==> config.mk <==
export PLATFORM = sky130hd
export DESIGN_NAME = axil_gpio_regs
export DESIGN_NICKNAME = d
export VERILOG_FILES = /design/src/rtl/axil_gpio_pkg.sv /design/src/rtl/axil_gpio_regs_gpio_sync.sv /design/src/rtl/axil_gpio_regs.sv
export SDC_FILE = /design/constraint.sdc
export NUM_CORES = 1
export LEC_CHECK = 0
export BUFFER_PORTS_ARGS = -buffer_cell sky130_fd_sc_hd__buf_2
export CAP_MARGIN = 20
export CORE_ASPECT_RATIO = 1.75
export CORE_MARGIN = 2
export CORE_UTILIZATION = 55
export CTS_BUF_LIST = sky130_fd_sc_hd__clkbuf_2 sky130_fd_sc_hd__clkbuf_4 sky130_fd_sc_hd__clkbuf_8
export CTS_CLUSTER_SIZE = 10
export DETAILED_ROUTE_END_ITERATION = 10
export PLACE_DENSITY = 0.76
export SYNTH_ARGS = -nofsm -noshare
export SYNTH_HDL_FRONTEND = slang
export SYNTH_SLANG_ARGS = --single-unit
export TNS_END_PERCENT = 1
==> constraint.sdc <==
create_clock -name m_axi_lite_aclk -period 3.7 [get_ports m_axi_lite_aclk]
set_clock_uncertainty 0.2 [all_clocks]
set_input_delay 0.37 -clock m_axi_lite_aclk [delete_from_list [all_inputs] [get_ports m_axi_lite_aclk]]
set_output_delay 0.37 -clock m_axi_lite_aclk [all_outputs]
set_load 0.01 [all_outputs]
==> src/rtl/axil_gpio_pkg.sv <==
// axil_gpio_pkg: shared constants, register selector type and helpers for the
// AXI4-Lite GPIO register block (axil_gpio_regs).
package axil_gpio_pkg;

  localparam logic [31:0] ID_VALUE_DEFAULT = 32'hBE4C_0001;

  localparam logic [1:0] RESP_OKAY   = 2'b00;
  localparam logic [1:0] RESP_SLVERR = 2'b10;

  // Byte offsets of the registers (address bits [1:0] are ignored).
  localparam logic [31:0] OFF_ID       = 32'h00;
  localparam logic [31:0] OFF_SCRATCH  = 32'h04;
  localparam logic [31:0] OFF_GPIO_OUT = 32'h08;
  localparam logic [31:0] OFF_GPIO_TRI = 32'h0C;
  localparam logic [31:0] OFF_GPIO_IN  = 32'h10;
  localparam logic [31:0] OFF_CYCLES   = 32'h14;
  localparam logic [31:0] OFF_WR_COUNT = 32'h18;
  localparam logic [31:0] OFF_EDGE     = 32'h1C;

  typedef enum logic [2:0] {
    SEL_ID,
    SEL_SCRATCH,
    SEL_GPIO_OUT,
    SEL_GPIO_TRI,
    SEL_GPIO_IN,
    SEL_CYCLES,
    SEL_WR_COUNT,
    SEL_EDGE
  } reg_sel_e;

  typedef struct packed {
    logic     hit;
    reg_sel_e sel;
  } reg_dec_t;

  // Map a word-aligned byte offset onto a register; EDGE only exists when enabled.
  function automatic reg_dec_t decode_offset(input logic [31:0] off, input logic edge_en);
    reg_dec_t d;
    d.hit = 1'b1;
    d.sel = SEL_ID;
    case (off)
      OFF_ID:       d.sel = SEL_ID;
      OFF_SCRATCH:  d.sel = SEL_SCRATCH;
      OFF_GPIO_OUT: d.sel = SEL_GPIO_OUT;
      OFF_GPIO_TRI: d.sel = SEL_GPIO_TRI;
      OFF_GPIO_IN:  d.sel = SEL_GPIO_IN;
      OFF_CYCLES:   d.sel = SEL_CYCLES;
      OFF_WR_COUNT: d.sel = SEL_WR_COUNT;
      OFF_EDGE: begin
        d.sel = SEL_EDGE;
        d.hit = edge_en;
      end
      default:      d.hit = 1'b0;
    endcase
    return d;
  endfunction

  // Byte-lane merge of new data into an old value under a strobe mask.
  function automatic logic [31:0] apply_strb(input logic [31:0] old_v,
                                             input logic [31:0] new_v,
                                             input logic [3:0]  strb);
    logic [31:0] r;
    r = old_v;
    for (int i = 0; i < 4; i++) begin
      if (strb[i]) r[8*i +: 8] = new_v[8*i +: 8];
    end
    return r;
  endfunction

endpackage

==> src/rtl/axil_gpio_regs_gpio_sync.sv <==
// gpio_sync: 2-FF synchroniser for asynchronous button inputs plus a
// rising-edge pulse on the synchronised value.
module gpio_sync #(
  parameter int GPIO_W = 2
) (
  input  logic              clk,
  input  logic              rst_n,
  input  logic [GPIO_W-1:0] raw,
  output logic [GPIO_W-1:0] synced,
  output logic [GPIO_W-1:0] rise
);

  logic [GPIO_W-1:0] meta_q;
  logic [GPIO_W-1:0] sync_q;
  logic [GPIO_W-1:0] prev_q;

  // Two flops for metastability settling, a third to remember the last value.
  always_ff @(posedge clk or negedge rst_n) begin
    if (!rst_n) begin
      meta_q <= '0;
      sync_q <= '0;
      prev_q <= '0;
    end else begin
      meta_q <= raw;
      sync_q <= meta_q;
      prev_q <= sync_q;
    end
  end

  assign synced = sync_q;
  assign rise   = sync_q & ~prev_q;

endmodule

==> src/rtl/axil_gpio_regs.sv <==
// axil_gpio_regs: AXI4-Lite responder with ID, scratch, GPIO and benchmark
// counter registers. Optional EDGE register (0x1C) is built when the macro
// AXIL_GPIO_EDGE_EN is defined; otherwise 0x1C is unmapped.
//
// Handshakes: a transfer happens on a rising clock edge where valid && ready.
// A responder valid, once raised, stays high with stable payload until ready.
// AW and W each land in a one-entry hold (ready low while full); the write
// commits when both are available and the B slot is free, and may bypass the
// holds so that a simultaneous AW+W produces bvalid one cycle later.
module axil_gpio_regs
  import axil_gpio_pkg::*;
#(
  parameter int          ADDR_W   = 9,
  parameter int          GPIO_W   = 2,
  parameter logic [31:0] ID_VALUE = ID_VALUE_DEFAULT
) (
  input  logic              m_axi_lite_aclk,
  input  logic              m_axi_lite_aresetn,
  input  logic              m_axi_lite_awvalid,
  output logic              m_axi_lite_awready,
  input  logic [ADDR_W-1:0] m_axi_lite_awaddr,
  input  logic [2:0]        m_axi_lite_awprot,
  input  logic              m_axi_lite_wvalid,
  output logic              m_axi_lite_wready,
  input  logic [31:0]       m_axi_lite_wdata,
  input  logic [3:0]        m_axi_lite_wstrb,
  output logic              m_axi_lite_bvalid,
  input  logic              m_axi_lite_bready,
  output logic [1:0]        m_axi_lite_bresp,
  input  logic              m_axi_lite_arvalid,
  output logic              m_axi_lite_arready,
  input  logic [ADDR_W-1:0] m_axi_lite_araddr,
  input  logic [2:0]        m_axi_lite_arprot,
  output logic              m_axi_lite_rvalid,
  input  logic              m_axi_lite_rready,
  output logic [31:0]       m_axi_lite_rdata,
  output logic [1:0]        m_axi_lite_rresp,
  input  logic [GPIO_W-1:0] gpio_io_i,
  output logic [GPIO_W-1:0] gpio_io_o,
  output logic [GPIO_W-1:0] gpio_io_t
);

`ifdef AXIL_GPIO_EDGE_EN
  localparam logic EDGE_EN = 1'b1;
`else
  localparam logic EDGE_EN = 1'b0;
`endif

  logic clk;
  logic rst_n;
  assign clk   = m_axi_lite_aclk;
  assign rst_n = m_axi_lite_aresetn;

  // Write holds
  logic              aw_held;
  logic [ADDR_W-1:2] aw_addr_q;
  logic              w_held;
  logic [31:0]       w_data_q;
  logic [3:0]        w_strb_q;

  // Registers
  logic [31:0]       scratch_q;
  logic [GPIO_W-1:0] gpio_o_q;
  logic [GPIO_W-1:0] gpio_t_q;
  logic [31:0]       cycles_q;
  logic [31:0]       wr_count_q;
  logic [GPIO_W-1:0] edge_q;

  logic [GPIO_W-1:0] gpio_in_sync;
  logic [GPIO_W-1:0] gpio_rise;

  // Write path signals
  logic              aw_fire, w_fire, b_free, commit;
  logic [ADDR_W-1:2] wr_idx;
  logic [31:0]       wr_data;
  logic [3:0]        wr_strb;
  logic [31:0]       wr_off;
  reg_dec_t          wr_dec;
  logic [1:0]        wr_resp;
  logic              wr_counted;
  logic [31:0]       scratch_m, out_m32, tri_m32;

  // Read path signals
  logic              ar_fire;
  logic [31:0]       rd_off;
  reg_dec_t          rd_dec;
  logic [31:0]       rd_val;
  logic [1:0]        rd_resp;

  gpio_sync #(.GPIO_W(GPIO_W)) u_sync (
    .clk    (clk),
    .rst_n  (rst_n),
    .raw    (gpio_io_i),
    .synced (gpio_in_sync),
    .rise   (gpio_rise)
  );

  assign m_axi_lite_awready = !aw_held;
  assign m_axi_lite_wready  = !w_held;
  assign m_axi_lite_arready = !m_axi_lite_rvalid || m_axi_lite_rready;

  assign aw_fire = m_axi_lite_awvalid && m_axi_lite_awready;
  assign w_fire  = m_axi_lite_wvalid && m_axi_lite_wready;
  assign b_free  = !m_axi_lite_bvalid || m_axi_lite_bready;
  assign commit  = (aw_held || aw_fire) && (w_held || w_fire) && b_free;
  assign ar_fire = m_axi_lite_arvalid && m_axi_lite_arready;

  assign wr_idx  = aw_held ? aw_addr_q : m_axi_lite_awaddr[ADDR_W-1:2];
  assign wr_data = w_held ? w_data_q : m_axi_lite_wdata;
  assign wr_strb = w_held ? w_strb_q : m_axi_lite_wstrb;
  assign wr_off  = 32'({wr_idx, 2'b00});
  assign rd_off  = 32'({m_axi_lite_araddr[ADDR_W-1:2], 2'b00});

  // Write decode: response code, counted-write qualifier and merged values.
  always_comb begin
    wr_dec     = decode_offset(wr_off, EDGE_EN);
    wr_resp    = wr_dec.hit ? RESP_OKAY : RESP_SLVERR;
    wr_counted = 1'b0;
    if (commit && wr_dec.hit) begin
      case (wr_dec.sel)
        SEL_SCRATCH, SEL_GPIO_OUT, SEL_GPIO_TRI, SEL_EDGE: wr_counted = 1'b1;
        default:                                           wr_counted = 1'b0;
      endcase
    end
    scratch_m = apply_strb(scratch_q, wr_data, wr_strb);
    out_m32   = apply_strb(32'(gpio_o_q), wr_data, wr_strb);
    tri_m32   = apply_strb(32'(gpio_t_q), wr_data, wr_strb);
  end

  // AW/W holds fill when a handshake cannot commit at once, and empty on commit.
  always_ff @(posedge clk or negedge rst_n) begin
    if (!rst_n) begin
      aw_held   <= 1'b0;
      aw_addr_q <= '0;
      w_held    <= 1'b0;
      w_data_q  <= '0;
      w_strb_q  <= '0;
    end else begin
      if (commit) begin
        aw_held <= 1'b0;
      end else if (aw_fire) begin
        aw_held   <= 1'b1;
        aw_addr_q <= m_axi_lite_awaddr[ADDR_W-1:2];
      end
      if (commit) begin
        w_held <= 1'b0;
      end else if (w_fire) begin
        w_held   <= 1'b1;
        w_data_q <= m_axi_lite_wdata;
        w_strb_q <= m_axi_lite_wstrb;
      end
    end
  end

  // B channel: a commit loads a response; it drops once the master takes it.
  always_ff @(posedge clk or negedge rst_n) begin
    if (!rst_n) begin
      m_axi_lite_bvalid <= 1'b0;
      m_axi_lite_bresp  <= RESP_OKAY;
    end else if (commit) begin
      m_axi_lite_bvalid <= 1'b1;
      m_axi_lite_bresp  <= wr_resp;
    end else if (m_axi_lite_bready) begin
      m_axi_lite_bvalid <= 1'b0;
    end
  end

  // Register file updates, free-running cycle counter and write counter.
  always_ff @(posedge clk or negedge rst_n) begin
    if (!rst_n) begin
      scratch_q  <= '0;
      gpio_o_q   <= '0;
      gpio_t_q   <= '1;
      cycles_q   <= '0;
      wr_count_q <= '0;
    end else begin
      cycles_q <= cycles_q + 32'd1;
      if (commit && wr_dec.hit) begin
        case (wr_dec.sel)
          SEL_SCRATCH:  scratch_q <= scratch_m;
          SEL_GPIO_OUT: gpio_o_q  <= out_m32[GPIO_W-1:0];
          SEL_GPIO_TRI: gpio_t_q  <= tri_m32[GPIO_W-1:0];
          default:      ;
        endcase
      end
      if (wr_counted) wr_count_q <= wr_count_q + 32'd1;
    end
  end

`ifdef AXIL_GPIO_EDGE_EN
  logic [GPIO_W-1:0] edge_clr;
  assign edge_clr = (commit && wr_dec.hit && (wr_dec.sel == SEL_EDGE) && wr_strb[0])
                    ? wr_data[GPIO_W-1:0] : '0;

  // Sticky edge flags: W1C, with a new edge winning over a same-cycle clear.
  always_ff @(posedge clk or negedge rst_n) begin
    if (!rst_n) edge_q <= '0;
    else        edge_q <= (edge_q & ~edge_clr) | gpio_rise;
  end
`else
  assign edge_q = '0;
`endif

  // Read mux samples current register values, so a same-cycle write is not seen.
  always_comb begin
    rd_dec  = decode_offset(rd_off, EDGE_EN);
    rd_val  = '0;
    rd_resp = RESP_SLVERR;
    if (rd_dec.hit) begin
      rd_resp = RESP_OKAY;
      case (rd_dec.sel)
        SEL_ID:       rd_val = ID_VALUE;
        SEL_SCRATCH:  rd_val = scratch_q;
        SEL_GPIO_OUT: rd_val = 32'(gpio_o_q);
        SEL_GPIO_TRI: rd_val = 32'(gpio_t_q);
        SEL_GPIO_IN:  rd_val = 32'(gpio_in_sync);
        SEL_CYCLES:   rd_val = cycles_q;
        SEL_WR_COUNT: rd_val = wr_count_q;
        SEL_EDGE:     rd_val = 32'(edge_q);
        default:      rd_val = '0;
      endcase
    end
  end

  // R channel: capture data on AR handshake, hold it until rready.
  always_ff @(posedge clk or negedge rst_n) begin
    if (!rst_n) begin
      m_axi_lite_rvalid <= 1'b0;
      m_axi_lite_rdata  <= '0;
      m_axi_lite_rresp  <= RESP_OKAY;
    end else if (ar_fire) begin
      m_axi_lite_rvalid <= 1'b1;
      m_axi_lite_rdata  <= rd_val;
      m_axi_lite_rresp  <= rd_resp;
    end else if (m_axi_lite_rready) begin
      m_axi_lite_rvalid <= 1'b0;
    end
  end

  assign gpio_io_o = gpio_o_q;
  assign gpio_io_t = gpio_t_q;

  logic unused_bits;
  assign unused_bits = ^{m_axi_lite_awprot, m_axi_lite_arprot, m_axi_lite_awaddr[1:0],
                         m_axi_lite_araddr[1:0], out_m32, tri_m32, gpio_rise};

endmodule

==> run metrics, run 1 <==
run status finished, final reports clean; DIE AREA 17100 sq um; total grt overflow 0; clock buffer depth 2; IO Count approximately 110; FMAX around 350 MHz; Via density roughly 5.8; share of the synthesized area in the top cell type 51.9%; synth unique cells 51; maximum vdd drop about 0.00035 V; M2 GR Usage roughly two fifths; vias approximately 6400; r2r setup slk approximately 850 ps; Hold Path Sink m_axi_lite_rvalid; latest clock arrival within the worst-skew pair 450 ps; Crit Path Max Fanout 17; CP max stage delay 640 ps; ys async rst share 100%; r2r startpoint aw_held; total wire length roughly 20 mm; worst-path cell chain o22ai_1 -> and2b_2 -> o2111ai_2 -> buf_4 -> nor4_2 -> xor2_1; Overall Power 4900 uW; cell count of the worst reg-to-reg path 6; Setup TNS 0 ps; Final ANT Viol Nets 0; Hold Crit Class input pin to register; Crit. Startpoint aw_held; Worst Setup Start Kind register; Lkg Pwr approximately 0.0048 uW; core area 15800 sq um; Final GP Congestion 0.875; filler instances between 1000 and 1500; Post-synth top flop dfrtp_1; GRT busiest layer met2; Hold Fails Final Rpt 0; RSZ-0062 raised after global routing false; min-delay src m_axi_lite_rready; Post-DP HPWL approximately 14 mm; Final period util slightly below 80%; Max-slew headroom between 40% and 50%; Initial Util 55.8%; Yosys top cell by area dfrtp_1; CP Data Arrival Time 3020 ps; GRT met1 Usage 30.2%; floorplan row count 61; slew at the pin with the worst max-slew slack just under 900 ps; CP Class register to register; gr usage total approximately a quarter; count of pins over their slew limit 0; die height approximately 170 um; Post-synth EDFFs 0; dominant cells by area after synthesis dfrtp_1 52%, mux2_2 13%, nand2_1 3.6%, xor2_1 3.4%, xnor2_1 2.7%; first-pass GRT wire length approximately 32 mm; share of cells above drive strength 1 about 30%; hold slack between 20 and 30 ps; Starting DRT DRC Count between 400 and 500; Die W between 90 and 100 um; n_diodes 0; DRC viols 0; Reg2Reg Capture Point wr_count_q[19]; initial antenna violation count 0; wire per inst 17.6 um; Final Cell Area 10300 sq um; dpl cell area around 9400 sq um; DRT Pass-1 Iters 5; Max-Cap Viols 0; Seq/Total Area, Yosys a little over half; clk sinks about 190; clock root buffer clkbuf_8; vias in the first global route about 6500; layout net count around 980; largest net degree at the start of global routing 97; hold path cells 3; fin crit period between 2000 and 3000 ps; CTS Buf Count 17; Setup violations, final 0; cell area after synthesis between 8000 and 9000 sq um; GR Util met3 about 3.6%; total setup buffers inserted after CTS 0; port buffer count roughly 100; critical path required time between 3000 and 4000 ps; Clock transition at path regs approximately 90 ps; Worst path slowest cell dfrtp_1; register bit total from synthesis 185; H-tree Lvls 4; CTS tree built; Avg Cell Area, Syn ~11 sq um; pwr dens roughly 480 nW/um^2; crit path capture type register; Area Overhead vs Synth 16.8%; Syn. warnings 0; Gate Count Post-Synth about 780
## worst max-delay path, delay by kind of cell, from the launching register on
family / cells / cell delay [ps]
DFF: 1 / 640
xor gates and xnor gates: 1 / 200
buffers and inverters: 1 / 420
and+or+nand+nor: 2 / 650
AOI/OAI and AO/OA: 2 / 660
## stage by stage
step / utilization (%) / worst slack (ps) / cells
2_1_floorplan: - / 1670 / 778
3_3_place_gp: 59.8 / 931 / 1033
3_5_place_dp: 59.8 / 927 / 1033
4_1_cts: 65.2 / 905 / 1114
5_1_grt: 65.2 / 659 / 1114
6_report: 65.2 / 847 / 1114
## synthesized netlist by cell type (13+ instances only)
master and instances:
dfrtp_1 183, mux2_2 103, nand2_1 84, xor2_1 34, o21ai_0 32, nand3_1 28, xnor2_1 27, nor2_1 25
nor3_1 24, a21oi_1 23, a22o_1 22, a22oi_1 21, clkbuf_1 21, inv_1 19, nor4_2 14, and3_1 13
## where the power goes
part,internal (uW),total [uW],switching [uW]
Combinational,559,1010,446
Clock,551,1280,728
Sequential,2380,2620,240
## state kept, by name (all words and copies together) (netlist names), 2 cells and up
name	cells
m_axi_lite_rdata	32
gpio_io_o	2
w_data_q	32
cycles_q	32
u_sync.synced	2
wr_count_q	32
u_sync.meta_q	2
gpio_io_t	2
w_strb_q	4
aw_addr_q	7
scratch_q	32
## timing repair
action                                 4_1_cts  5_1_grt
hold buffers                                49        0
endpoints found under the hold margin      140        0
resized for setup                            0        0
## logic make-up (layout without fill, tap and decap cells)
group / after synthesis / in the layout / synth area share [%]
other: 1 / 2 / 0.0425
multiplexers: 114 / 114 / 14.4
flip-flops: 185 / 185 / 52.5
buffers and inverters: 66 / 213 / 3.49
XOR/XNOR: 61 / 61 / 6.06
AO/OA/AOI/OAI: 118 / 118 / 8.87
adder cells (fa/ha/maj): 2 / 2 / 0.284
AND/OR/NAND/NOR: 230 / 230 / 14.3
## metal layers
layer	part of all wire, %	up-vias
met1	42	3206
li1	-	3011
met5	0	-
met3	4.1	28
met4	1.9	0
met2	52	177
## cells in the final DEF, fill, tap and decap left out, types with 2 or more instances in the layout
| cell type | n |
|---|---|
| inv_6 | 4 |
| nor4_2 | 14 |
| nand4_1 | 12 |
| a22o_1 | 22 |
| clkbuf_8 | 17 |
| a31oi_1 | 2 |
| a21oi_1 | 23 |
| xor2_1 | 34 |
| nand3_1 | 27 |
| dfrtp_1 | 183 |
| o21ai_1 | 8 |
| dlygate4sd3_1 | 49 |
| buf_4 | 11 |
| nor3_1 | 24 |
| and3_1 | 13 |
| nand2b_1 | 4 |
| nor4_1 | 2 |
| clkinv_2 | 3 |
| clkinvlp_4 | 5 |
| nor2_1 | 25 |
| mux2i_1 | 10 |
| mux2_2 | 103 |
| and2_1 | 5 |
| inv_1 | 19 |
| a22oi_1 | 21 |
| and4_1 | 8 |
| conb_1 | 2 |
| o21ai_0 | 32 |
| buf_2 | 100 |
| dfstp_2 | 2 |
| ha_1 | 2 |
| nand3_2 | 4 |
| xnor2_1 | 27 |
| nand2_1 | 84 |
| clkbuf_4 | 2 |
## area by class of cell
class | instances | area [sq um] | share of cell area (%)
sequential | 185 | 4630 | 45.0
multi-input combinational | 527 | 3890 | 37.8
timing repair buffer | 162 | 1100 | 10.7
clock buffer | 19 | 249 | 2.42
tap | 189 | 236 | 2.30
clock inverter | 13 | 118 | 1.14
inverter | 19 | 71.3 | 0.692
## worst max-delay path by stage
| stage | endpoint | slack [ps] | cells past startpoint |
|---|---|---|---|
| 6_report | wr_count_q[19] | 850 | 6 |
| 5_1_grt | wr_count_q[21] | 660 | 6 |
| 4_1_cts | wr_count_q[26] | 900 | 6 |
| 3_5_place_dp | wr_count_q[26] | 930 | 6 |
| 3_3_place_gp | m_axi_lite_rdata[9] | 930 | 6 |
| 2_1_floorplan | scratch_q[16] | 1670 | 6 |
Power figures use the tool's default switching activity.
==> inputs of run 2 (changes only) <==
--- a/config.mk
+++ b/config.mk
@@ -5,6 +5,7 @@
 export SDC_FILE = /design/constraint.sdc
 export NUM_CORES = 1
 export LEC_CHECK = 0
+export ABC_AREA = 1
 export BUFFER_PORTS_ARGS = -buffer_cell sky130_fd_sc_hd__buf_2
 export CAP_MARGIN = 20
 export CORE_ASPECT_RATIO = 1.75
@@ -13,7 +14,7 @@
 export CTS_BUF_LIST = sky130_fd_sc_hd__clkbuf_2 sky130_fd_sc_hd__clkbuf_4 sky130_fd_sc_hd__clkbuf_8
 export CTS_CLUSTER_SIZE = 10
 export DETAILED_ROUTE_END_ITERATION = 10
-export PLACE_DENSITY = 0.76
+export PLACE_DENSITY = 0.79
 export SYNTH_ARGS = -nofsm -noshare
 export SYNTH_HDL_FRONTEND = slang
 export SYNTH_SLANG_ARGS = --single-unit
==> constraint.sdc (replaced) <==
create_clock -name m_axi_lite_aclk -period 2.4 [get_ports m_axi_lite_aclk]
set_clock_uncertainty 0.2 [all_clocks]
set_input_delay 0.24 -clock m_axi_lite_aclk [delete_from_list [all_inputs] [get_ports m_axi_lite_aclk]]
set_output_delay 0.24 -clock m_axi_lite_aclk [all_outputs]
set_load 0.01 [all_outputs]
==> run 2 against run 1 <==
  * Maximum frequency rose by 32%
  * Synthesized area rose by 13%
  * Non-clock buffer count rose by 24
  * Hold slack got worse by 19 ps
  * Sequential share of layout area fell by 5.3 points
  * Clock power rose by 90%
  * First-iteration DRC count rose by 34%
  * Sequential power rose by 46%
  * Highest routed layer unchanged
==> run metrics, run 2 <==
run status finished, final reports clean; share of cells above drive strength 1 12.7%; clk sinks around 190; floorplan row count between 60 and 70; die height 182 um; Seq/Total Area, Yosys a little under half; Worst path slowest cell dfrtp_2; Worst Setup Start Kind register; hold slack between 8 and 9 ps; most frequent cells in the layout 481 x nand2_1, 181 x dfrtp_1, 146 x nand3_1; post-synthesis mux area share 0%; ys async rst share 100%; clock buffer depth 2; CTS Buf Count 17; Lkg Pwr around 0.0059 uW; Starting DRT DRC Count 632; dominant cells by area after synthesis dfrtp_1 46%, nand2_1 18%, nand3_1 7.4%, o21ai_0 6.4%, inv_1 4.5%; IO Count around 110; Post-DP HPWL between 20 and 25 mm; critical path required time around 2600 ps; Setup TNS 0 ps; CP Data Arrival Time between 2000 and 2500 ps; most common cell after layout, fill and taps aside nand2_1; n_diodes 0; Max-Cap Viols 0; first-pass GRT wire length about 46 mm; complex-gate fraction of the synthesized area roughly 7.6%; Hold Crit Class input pin to async pin; Max-slew headroom roughly three fifths; DIE AREA around 19000 sq um; most used cell along the critical path nand3_1; Gate Count Post-Synth 1357; H-tree Lvls 4; Die W about 110 um; Avg Cell Area, Syn 7.32 sq um; crit path capture type register; layout net count approximately 1600; Clock transition at path regs approximately 100 ps; Post-Synth Simple-Gate Area about a third; maximum vdd drop between 0.0006 and 0.0007 V; RSZ-0062 raised after global routing false; gr usage total between 30% and 40%; largest net degree at the start of global routing 73; initial antenna violation count 0; count of pins over their slew limit 0; most frequent cell after synthesis nand2_1; Final GP Congestion 0.983; vias in the first global route approximately 9400; core area 17900 sq um; Crit Path Max Fanout 32; Post-synth top flop dfrtp_1; CP Class register to register; port buffer count ~100; CTS tree built; slew at the pin with the worst max-slew slack 615 ps; latest clock arrival within the worst-skew pair between 400 and 500 ps; Final ANT Viol Nets 0; cell area after synthesis between 9000 and 10000 sq um; FMAX roughly 460 MHz; Area Overhead vs Synth 17.7%; total wire length between 20 and 30 mm; wire per inst between 15 and 20 um; synth unique cells 37; share of the synthesized area in the top cell type between 40% and 50%; Via density between 5 and 6; total grt overflow 0; filler instances 1530; post-synthesis adder-cell area fraction 0.252%; r2r setup slk 240 ps; largest family of logic cells by synthesized area simple AND/OR/NAND/NOR gates; Final period util about nine tenths; list of most frequent post-synthesis cells 481 x nand2_1, 183 x dfrtp_1, 147 x nand3_1, 128 x o21ai_0, 119 x inv_1; Syn. warnings 0; fin crit period ~2200 ps; Yosys top cell by area dfrtp_1; DRC viols 0; pwr dens roughly 660 nW/um^2; DRT Pass-1 Iters 5; vias between 9000 and 10000; register bit total from synthesis roughly 190; Hold Fails Final Rpt 0; Overall Power between 7000 and 8000 uW; XOR/XNOR share of the synthesized area roughly 3.2%; Setup violations, final 0; worst-path cell chain inv_2 -> nor2_1 -> nand3_1 -> nand2_2 -> nand3_1 -> nand3_2 -> buf_4 -> nand3_1 -> nand2_1; Post-synth EDFFs 0; Initial Util a little under three fifths; clock root buffer clkbuf_8; CP max stage delay roughly 530 ps
==> run 2: cells by family (layout without fill, tap and decap cells) <==
family | count (synthesis) | after routing
AO/OA/AOI/OAI | 144 | 144
XOR/XNOR | 36 | 36
adder cells (fa/ha/maj) | 2 | 2
buffers and inverters | 181 | 340
flip-flops | 185 | 185
other | 1 | 2
AND/OR/NAND/NOR | 808 | 808
==> run 2: power by group <==
part           switching, uW  internal [uW]
Combinational            973            534
Clock                   1180           1260
Sequential               267           3550
==> run 2: critical path, delay by kind of cell (launching register included) <==
kind                   cells  cell delay [ps]
AND/OR/NAND/NOR            7              890
buffers and inverters      2              490
flip-flops                 1              530
==> run 2: timing repair <==
| action | 4_1_cts | 5_1_grt |
|---|---|---|
| setup endpoints to repair | 0 | 43 |
| resized for setup | 0 | 1 |
| hold buffers | 51 | 0 |
| endpoints found under the hold margin | 263 | 0 |
| buffers inserted | 0 | 0 |
==> run 2: cell type report <==
cell class                 instances  area (sq um)  area share, %
clock buffer                      18           241           2.06
clock inverter                    13           215           1.84
inverter                         123           462           3.95
multi-input combinational        992          4550           38.9
sequential                       185          4630           39.6
tap                              234           293           2.50
timing repair buffer             186          1300           11.1
==> run 2: worst paths after layout <==
path / from / end / cells past startpoint
setup / recovery: aw_held / wr_count_q[25] / 9
hold / removal: m_axi_lite_aresetn / w_data_q[12] / 2
setup reg to reg: aw_held / wr_count_q[25] / 9
hold reg to reg: u_sync.meta_q[1] / u_sync.synced[1] / 0
max in group asynchronous: m_axi_lite_aresetn / cycles_q[27] / 3
min in group m_axi_lite_aclk: m_axi_lite_arvalid / m_axi_lite_rvalid / 4
==> run 2: layer usage <==
metal | GRT usage, % | vias to the layer above | part of all wire (%)
met5 | 0 | - | 0
met4 | 21.0 | 0 | 6.8
met3 | 5.81 | 96 | 4.5
met2 | 55.1 | 309 | 52
met1 | 32.2 | 4430 | 36
li1 | - | 4622 | -
==> run 2: per-stage QoR <==
stage | cell area [sq um] | util, % | worst slack [ps] | cells
floorplan | 9940 | - | 641 | 1358
global placement | 10700 | 60.0 | 225 | 1669
detailed placement | 10700 | 60.0 | 187 | 1669
CTS | 11700 | 65.4 | 154 | 1751
global route | 11700 | 65.4 | 89.1 | 1751
finish | 11700 | 65.4 | 242 | 1751
